==> src/rtl/csa_accumulator_pkg.sv <==
// rtl/csa_accumulator_pkg.sv - shared types and sizing helpers for csa_accumulator.
// CSA_ACCUM_SIGNED_EN selects two's-complement operand extension.
package csa_accumulator_pkg;

  typedef enum logic [1:0] {
    ACCUM   = 2'd0,
    RESOLVE = 2'd1,
    OUTPUT  = 2'd2
  } state_e;

  function automatic int calc_acc_w(input int width, input int max_ops);
    return width + $clog2(max_ops);
  endfunction

  function automatic int calc_cnt_w(input int max_ops);
    return $clog2(max_ops + 1);
  endfunction

  function automatic int calc_r(input int acc_w, input int chunk);
    return (acc_w + chunk - 1) / chunk;
  endfunction

  // Operands travel in a 64-bit container; callers truncate to ACC_W.
  function automatic logic [63:0] ext_operand(input logic [63:0] data, input int width);
    logic [63:0] mask;
    mask = (64'd1 << width) - 64'd1;
`ifdef CSA_ACCUM_SIGNED_EN
    if (data[width-1]) begin
      return data | ~mask;
    end else begin
      return data & mask;
    end
`else
    return data & mask;
`endif
  endfunction

endpackage

==> src/rtl/csa_accumulator_csa_row.sv <==
// rtl/csa_accumulator_csa_row.sv - one row of 3:2 compressors, carry pre-shifted.
module csa_row #(
  parameter int W = 10
) (
  input  logic [W-1:0] a_i,
  input  logic [W-1:0] b_i,
  input  logic [W-1:0] c_i,
  output logic [W-1:0] sum_o,
  output logic [W-1:0] carry_o
);

  logic [W-1:0] maj;

  assign sum_o   = a_i ^ b_i ^ c_i;
  assign maj     = (a_i & b_i) | (a_i & c_i) | (b_i & c_i);
  assign carry_o = {maj[W-2:0], 1'b0};

endmodule

==> src/rtl/csa_accumulator.sv <==
// rtl/csa_accumulator.sv - carry-save stream accumulator with chunked final resolve.
// Build with CSA_ACCUM_SIGNED_EN for signed operands (see package).
module csa_accumulator
  import csa_accumulator_pkg::*;
#(
  parameter int WIDTH   = 8,
  parameter int MAX_OPS = 4,
  parameter int CHUNK   = 4,
  localparam int ACC_W  = calc_acc_w(WIDTH, MAX_OPS),
  localparam int CNT_W  = calc_cnt_w(MAX_OPS)
) (
  input  logic             clock,
  input  logic             reset,
  input  logic             io_in_valid,
  output logic             io_in_ready,
  input  logic [WIDTH-1:0] io_in_data,
  input  logic             io_in_last,
  output logic             io_out_valid,
  input  logic             io_out_ready,
  output logic [ACC_W-1:0] io_out_sum,
  output logic [CNT_W-1:0] io_out_count,
  output logic             io_out_truncated
);

  localparam int R     = calc_r(ACC_W, CHUNK);
  localparam int IDX_W = $clog2(R + 1);

  state_e           state_q, state_d;
  logic [ACC_W-1:0] s_q, s_d, c_q, c_d, sum_q, sum_d;
  logic [CNT_W-1:0] cnt_q, cnt_d;
  logic [IDX_W-1:0] idx_q, idx_d;
  logic             cy_q, cy_d, trunc_q, trunc_d, in_ready_q, in_ready_d;

  logic [ACC_W-1:0] ext, row_sum, row_carry;
  logic [CHUNK-1:0] s_sl, c_sl;
  logic [CHUNK:0]   slice_sum;

  assign ext = ACC_W'(ext_operand(64'(io_in_data), WIDTH));

  csa_row #(.W(ACC_W)) u_row (
    .a_i    (s_q),
    .b_i    (c_q),
    .c_i    (ext),
    .sum_o  (row_sum),
    .carry_o(row_carry)
  );

  // Slices past the MSB read as zero, so the last narrow chunk needs no special case.
  assign s_sl      = CHUNK'(s_q >> (idx_q * CHUNK));
  assign c_sl      = CHUNK'(c_q >> (idx_q * CHUNK));
  assign slice_sum = {1'b0, s_sl} + {1'b0, c_sl} + {{CHUNK{1'b0}}, cy_q};

  always_comb begin
    state_d = state_q;
    s_d     = s_q;
    c_d     = c_q;
    sum_d   = sum_q;
    cnt_d   = cnt_q;
    idx_d   = idx_q;
    cy_d    = cy_q;
    trunc_d = trunc_q;
    case (state_q)
      ACCUM: begin
        if (io_in_valid && in_ready_q) begin
          s_d   = row_sum;
          c_d   = row_carry;
          cnt_d = cnt_q + CNT_W'(1);
          if (io_in_last || (cnt_q == CNT_W'(MAX_OPS - 1))) begin
            state_d = RESOLVE;
            trunc_d = !io_in_last;
            idx_d   = '0;
            cy_d    = 1'b0;
            sum_d   = '0;
          end
        end
      end
      RESOLVE: begin
        sum_d = sum_q | (ACC_W'(slice_sum[CHUNK-1:0]) << (idx_q * CHUNK));
        cy_d  = slice_sum[CHUNK];
        idx_d = idx_q + IDX_W'(1);
        if (idx_q == IDX_W'(R - 1)) begin
          state_d = OUTPUT;
        end
      end
      OUTPUT: begin
        if (io_out_ready) begin
          state_d = ACCUM;
          s_d     = '0;
          c_d     = '0;
          sum_d   = '0;
          cnt_d   = '0;
          idx_d   = '0;
          cy_d    = 1'b0;
          trunc_d = 1'b0;
        end
      end
      default: state_d = ACCUM;
    endcase
    in_ready_d = (state_d == ACCUM);
  end

  always_ff @(posedge clock or posedge reset) begin
    if (reset) begin
      state_q    <= ACCUM;
      s_q        <= '0;
      c_q        <= '0;
      sum_q      <= '0;
      cnt_q      <= '0;
      idx_q      <= '0;
      cy_q       <= 1'b0;
      trunc_q    <= 1'b0;
      in_ready_q <= 1'b0;
    end else begin
      state_q    <= state_d;
      s_q        <= s_d;
      c_q        <= c_d;
      sum_q      <= sum_d;
      cnt_q      <= cnt_d;
      idx_q      <= idx_d;
      cy_q       <= cy_d;
      trunc_q    <= trunc_d;
      in_ready_q <= in_ready_d;
    end
  end

  assign io_in_ready      = in_ready_q;
  assign io_out_valid     = (state_q == OUTPUT);
  assign io_out_sum       = sum_q;
  assign io_out_count     = cnt_q;
  assign io_out_truncated = trunc_q;

endmodule
==> config.mk <==
export PLATFORM = sky130hd
export DESIGN_NAME = csa_accumulator
export DESIGN_NICKNAME = d
export VERILOG_FILES = /design/src/rtl/csa_accumulator_pkg.sv /design/src/rtl/csa_accumulator_csa_row.sv /design/src/rtl/csa_accumulator.sv
export SDC_FILE = /design/constraint.sdc
export NUM_CORES = 1
export LEC_CHECK = 0
export CAP_MARGIN = 20
export CELL_PAD_IN_SITES_DETAIL_PLACEMENT = 1
export CELL_PAD_IN_SITES_GLOBAL_PLACEMENT = 2
export CORE_ASPECT_RATIO = 0.75
export CORE_MARGIN = 2
export CORE_UTILIZATION = 37
export DETAILED_ROUTE_END_ITERATION = 8
export PLACE_DENSITY_LB_ADDON = 0.1
export SLEW_MARGIN = 20
export SYNTH_ARGS = -nofsm -noshare
export SYNTH_HDL_FRONTEND = slang
export SYNTH_HIERARCHICAL = 1
export SYNTH_SLANG_ARGS = --single-unit
==> constraint.sdc <==
create_clock -name clock -period 3 [get_ports clock]
set_clock_uncertainty 0.15 [all_clocks]
set_input_delay 0.9 -clock clock [delete_from_list [all_inputs] [get_ports clock]]
set_output_delay 0.9 -clock clock [all_outputs]
set_load 0.05 [all_outputs]
* Word level (Yosys, flattened, before mapping)
Cells that the tools add are included.
** Word-level totals
- Register bits :: 40
- Input port bits :: 13
- Output and inout port bits :: 16
** Operators by class
- Add/sub/neg operators :: 4
- Eq/ne operators :: 7
- Shift-type cells :: 3
- Multiplexer cells :: 27
- Bitwise operators :: 8
- Reductions and logical operators :: 10
** Operators by type and width (number)
- $mux W10 :: 5
- $pmux W10 S2 :: 2
- $pmux W10 S3 :: 1
- $shr A10 B4 Y4 :: 2
- $and A9 B8 Y9 :: 2
- $or A9 B9 Y9 :: 2
- $mux W2 :: 7
- $pmux W2 S3 :: 2
- $or A10 B10 Y10 :: 1
- $shl A4 B4 Y10 :: 1
- $xor A10 B10 Y10 :: 1
- $xor A10 B8 Y10 :: 1
- $and A9 B9 Y9 :: 1
- $reduce_and A4 Y1 :: 2
- $mux W3 :: 2
- $pmux W3 S2 :: 1
- $add A4 B4 Y5 :: 1
- $add A5 B1 Y5 :: 1
- $mux W1 :: 5
- $eq A2 B2 Y1 const B :: 2
- $logic_not A2 Y1 :: 2
- $ne A2 B2 Y1 const B :: 2
- $add A3 B1 Y3 const B :: 1
- $eq A3 B2 Y1 const B :: 1
- 11 further kinds :: 11

* Longest topological paths before layout
- Word-level depth :: 6
- Depth in mapped cells :: 10
- Depth with buffers taken out :: 10

* Cells and area by module
The synthesis kept the hierarchy.
** By module, submodules not included
- csa_accumulator :: instances 1, cells an instance 172, area each 1970.6 um^2
- csa_row :: instances 1, cells an instance 12, area each 215.2 um^2

* Least setup slack after synthesis
Ideal clock, no wire load.
- Path type :: reg2reg
- Start :: register idx_q[1]
- End :: register cy_q
- Setup time :: 0.139 ns
- Data arrival time :: 2.287 ns
- Required time :: 2.711 ns
- Slack :: 0.424 ns
- Stages on the path, launching flop included :: 10
- Buffers on the path :: 1
- Period minus slack after synthesis :: 2.576 ns
- Path through :: dfrtp_1 buf_2 mux2i_1 o21ai_0 fa_1 fa_1 a21oi_1 nor2b_1 o311ai_0 o21ai_0
** On the way
- Longest elaborated chain between the ends :: 4
** Ends and longest elaborated chain
- from (decl) :: line csa_accumulator.sv:31 : logic [IDX_W-1:0] idx_q, idx_d;
- from (signal assigned) :: line csa_accumulator.sv:119 : idx_q <= idx_d;
- $shr A10 B4 Y4 (on tied branches) :: line csa_accumulator.sv:49, csa_accumulator.sv:50
- $add A4 B4 Y5 * :: line csa_accumulator.sv:51 : assign slice_sum = {1'b0, s_sl} + {1'b0, c_sl} + {{CHUNK{1'b0}}, cy_q};
- $add A5 B1 Y5 * :: line csa_accumulator.sv:51
- $pmux W1 S3 * :: line csa_accumulator.sv:62 : case (state_q)
- to (signal assigned) :: line csa_accumulator.sv:120 : cy_q <= cy_d;
- to (decl) :: line csa_accumulator.sv:32 : logic cy_q, cy_d, trunc_q, trunc_d, in_ready_q, in_ready_d;
Mark *: on every way between the ends. The rest lies on a longest branch, timed or not.
A chain may end at the register's enable or synchronous reset.

* Worst setup path in the final report
Ends and elaborated chain as after synthesis.

==> impl_metrics.ini <==
[finish]
layout_commonest_cell = dfrtp_1
final_net_count = 244
antenna_cells = 0
num-fill-cells = 629
final_cell_mix = 40 x dfrtp_1, 27 x clkdlybuf4s50_1, 21 x a22o_1
area.growth.synth_to_final_pct = 20.1
seqCellArea_sq_um = 1000
drive_gt1_frac = 0.107
multi_input_area_sq_um = 1110

[synthesis]
synth.largest_area_cell = dfrtp_1
synth-edff-count = 0
avgSynthCellArea_sq_um = 11.9
yosysTopAreaCellShare = 0.458
ys_seq_area_frac = 0.458
synth_area_leaders = dfrtp_1 46%, fa_1 10%, a22o_1 8.4%
ys_warn_count = 6
ys_types = 44
synthArstFlopShare = 1.00
syn_inst = 184
syn_area_sq_um = 2190
ys_ff_latch = 40
synth_top_flop_cell = dfrtp_1

[clocking]
cts_setup_buffers = 0
cts.sinks = 40
root_buffer = clkbuf_8
clock_latency_ps = 300
cts_buffer_depth = 2
cts_tree = done
h-tree-depth = 2
cts-hold-fix-buffers = 0
numCtsBuffers = 5
postCtsResizedCells = 0
path_clk_slew_ps = 80

[place]
place_congestion = 0.788
dp_slack_ps = 214
dpl.hpwl_um = 3820
io_buffers = 28

[global_route]
gr-total-overflow = 0
grt_pass1_vias = 1660
grt_max_degree = 41
grt_antenna_before_repair = 0
grt_pass1_wl_um = 8670
grt_use_total = 0.173

[sta]
rsz0062_at_grt = false
drv_slew = 0
layout_setup_ws_ps = 368
fin_crit_sh = 0.877
hold_viol_final = 0
final.min_clock_period_ps = 2630
setup-tns-final_ps = 0
worst_pin_slew_ps = 578
relSlewSlack = 0.611
finalSetupViolations = 0
fmax_ghz = 0.380

[power]
p_clk_frac = 0.119
power_frac_seq = 0.327
p_int_mw = 1.72
p_sw_mw = 1.49
p_per_area_nw_per_um2 = 1220
ir_drop_uv = 613
power_frac_comb = 0.554
switching_share = 0.465
power.leakage_nw = 1.18

[setup_path]
crit_end = cy_q$_DFFE_PP0P_
crit_start = idx_q[1]$_DFFE_PP0P_
r2r_end = cy_q$_DFFE_PP0P_
worstSetupStartpointType = flop
reg2reg_from = idx_q[1]$_DFFE_PP0P_
endpoint_kind = flop
cp.depth = 9
cp_top_family = adder cells
path_max_fanout = 8
path_buf_inv = 0
critPathRequiredTime_ps = 3010
worst_ep_arrival_time_ps = 2640
worstRegToRegCells = 9
cp_cell_sequence = nor2_1, nand2_1, o21ai_0, fa_1, fa_1, a21oi_1, nor2b_1, o311ai_0, o21ai_0
path_class = reg2reg
cpPeakStageDelay_ps = 540
r2r_slack_ps = 370
slowest_stage = dfrtp_1

[die]
fp.dieArea_sq_um = 6540
core_sq_um = 5770
num_rows = 24
die_h_um = 70.6
io_pins = 29
initial_utilization = 0.379
die_w_um = 92.8

[detailed_routing]
first_iter_violations = 41
firstDrtPassIters = 4
detail_route.wl_per_cell_um = 17.1
vias = 1503
vias_per_cell = 5.13
drc = 0
wl_um = 5020
postRouteAntennaNets = 0

[worst_hold_path]
hold_class = reg2reg

[status]
status = finished, final reports clean

[run]
maxCapViolations = 0
[tightest hold or removal path, cell delays in order, from the launching register on]
cell     delay (ps)
dfrtp_1         360
nand2_1          60
o31ai_1          60
[area by class of cell]
class | instances | area share
Sequential cell | 40 | 0.381
Tap cell | 78 | 0.0372
Clock buffer | 7 | 0.0329
Multi-Input combinational cell | 130 | 0.423
Timing Repair Buffer | 31 | 0.114
Clock inverter | 1 | 0.00286
Inverter | 6 | 0.00858
[worst min path at each step]
| stage | start | endpoint | slack, ps | cells past startpoint |
|---|---|---|---|---|
| after floorplan | c_q[9]$_DFFE_PP0P_ | c_q[9]$_DFFE_PP0P_ | 340 | 1 |
| after global routing | io_out_truncated$_DFFE_PP0P_ | io_out_truncated$_DFFE_PP0P_ | 390 | 2 |
| after CTS | io_out_truncated$_DFFE_PP0P_ | io_out_truncated$_DFFE_PP0P_ | 360 | 2 |
| after global placement | io_out_truncated$_DFFE_PP0P_ | io_out_truncated$_DFFE_PP0P_ | 310 | 2 |
| after detailed placement | io_out_truncated$_DFFE_PP0P_ | io_out_truncated$_DFFE_PP0P_ | 340 | 2 |
| final | io_out_truncated$_DFFE_PP0P_ | io_out_truncated$_DFFE_PP0P_ | 360 | 2 |
[sequential cells by signal (all words and copies together) (netlist names)]
| signal | cells |
|---|---|
| io_out_count | 3 |
| cy_q | 1 |
| io_in_ready | 1 |
| io_out_truncated | 1 |
| state_q | 2 |
| c_q | 10 |
| idx_q | 2 |
| io_out_sum | 10 |
| s_q | 10 |
[cells by family after synthesis]
| logic type | count (synthesis) | share of synthesized area |
|---|---|---|
| AO/OA/AOI/OAI | 55 | 0.198 |
| flip-flops | 40 | 0.458 |
| XOR/XNOR | 2 | 0.0149 |
| adder cells (fa/ha/maj) | 17 | 0.135 |
| buffers and inverters | 15 | 0.0355 |
| multiplexers | 8 | 0.0366 |
| other | 2 | 0.00344 |
| AND/OR/NAND/NOR | 45 | 0.118 |
[metrics by stage]
| stage | power (mW) | util | cells | hold slack, ps | cell area (sq um) |
|---|---|---|---|---|---|
| after floorplan | 2.32 | - | 185 | 339 | 2190 |
| after global placement | 2.80 | 0.439 | 285 | 314 | 2530 |
| after detailed placement | 2.87 | 0.439 | 285 | 338 | 2530 |
| after CTS | 3.26 | 0.456 | 293 | 360 | 2630 |
| after global routing | 3.50 | 0.456 | 293 | 391 | 2630 |
| final | 3.21 | 0.456 | 293 | 356 | 2630 |
[power by group through the flow]
stage                     combinational (mW)  sequential (mW)  clock (mW)
final                                   1.78             1.05       0.381
after global routing                    1.98             1.11       0.416
after CTS                               1.81             1.06       0.392
after detailed placement                1.80             1.07           0
after global placement                  1.75             1.05           0
after floorplan                         1.07             1.25           0
[Yosys cell counts (2+ instances only)]
master	number
nand2_1	9
and3_1	3
a31oi_1	4
nand2b_1	4
dfrtp_1	40
a21oi_1	5
nand3_1	2
a22o_1	21
inv_1	6
buf_2	5
conb_1	2
buf_4	2
o22ai_1	2
mux2i_1	8
o21ai_0	10
ha_1	6
fa_1	11
a41oi_1	3
nor2_1	16
[metal layers]
| metal | GRT usage | share of wire | vias up |
|---|---|---|---|
| li1 | - | - | 726 |
| met1 | 0.261 | 0.51 | 750 |
| met2 | 0.255 | 0.45 | 22 |
| met3 | 0.0351 | 0.026 | 5 |
| met4 | 0.0539 | 0.011 | 0 |
| met5 | 0 | 0 | - |
Note: power is estimated with default switching activity, not from simulation.
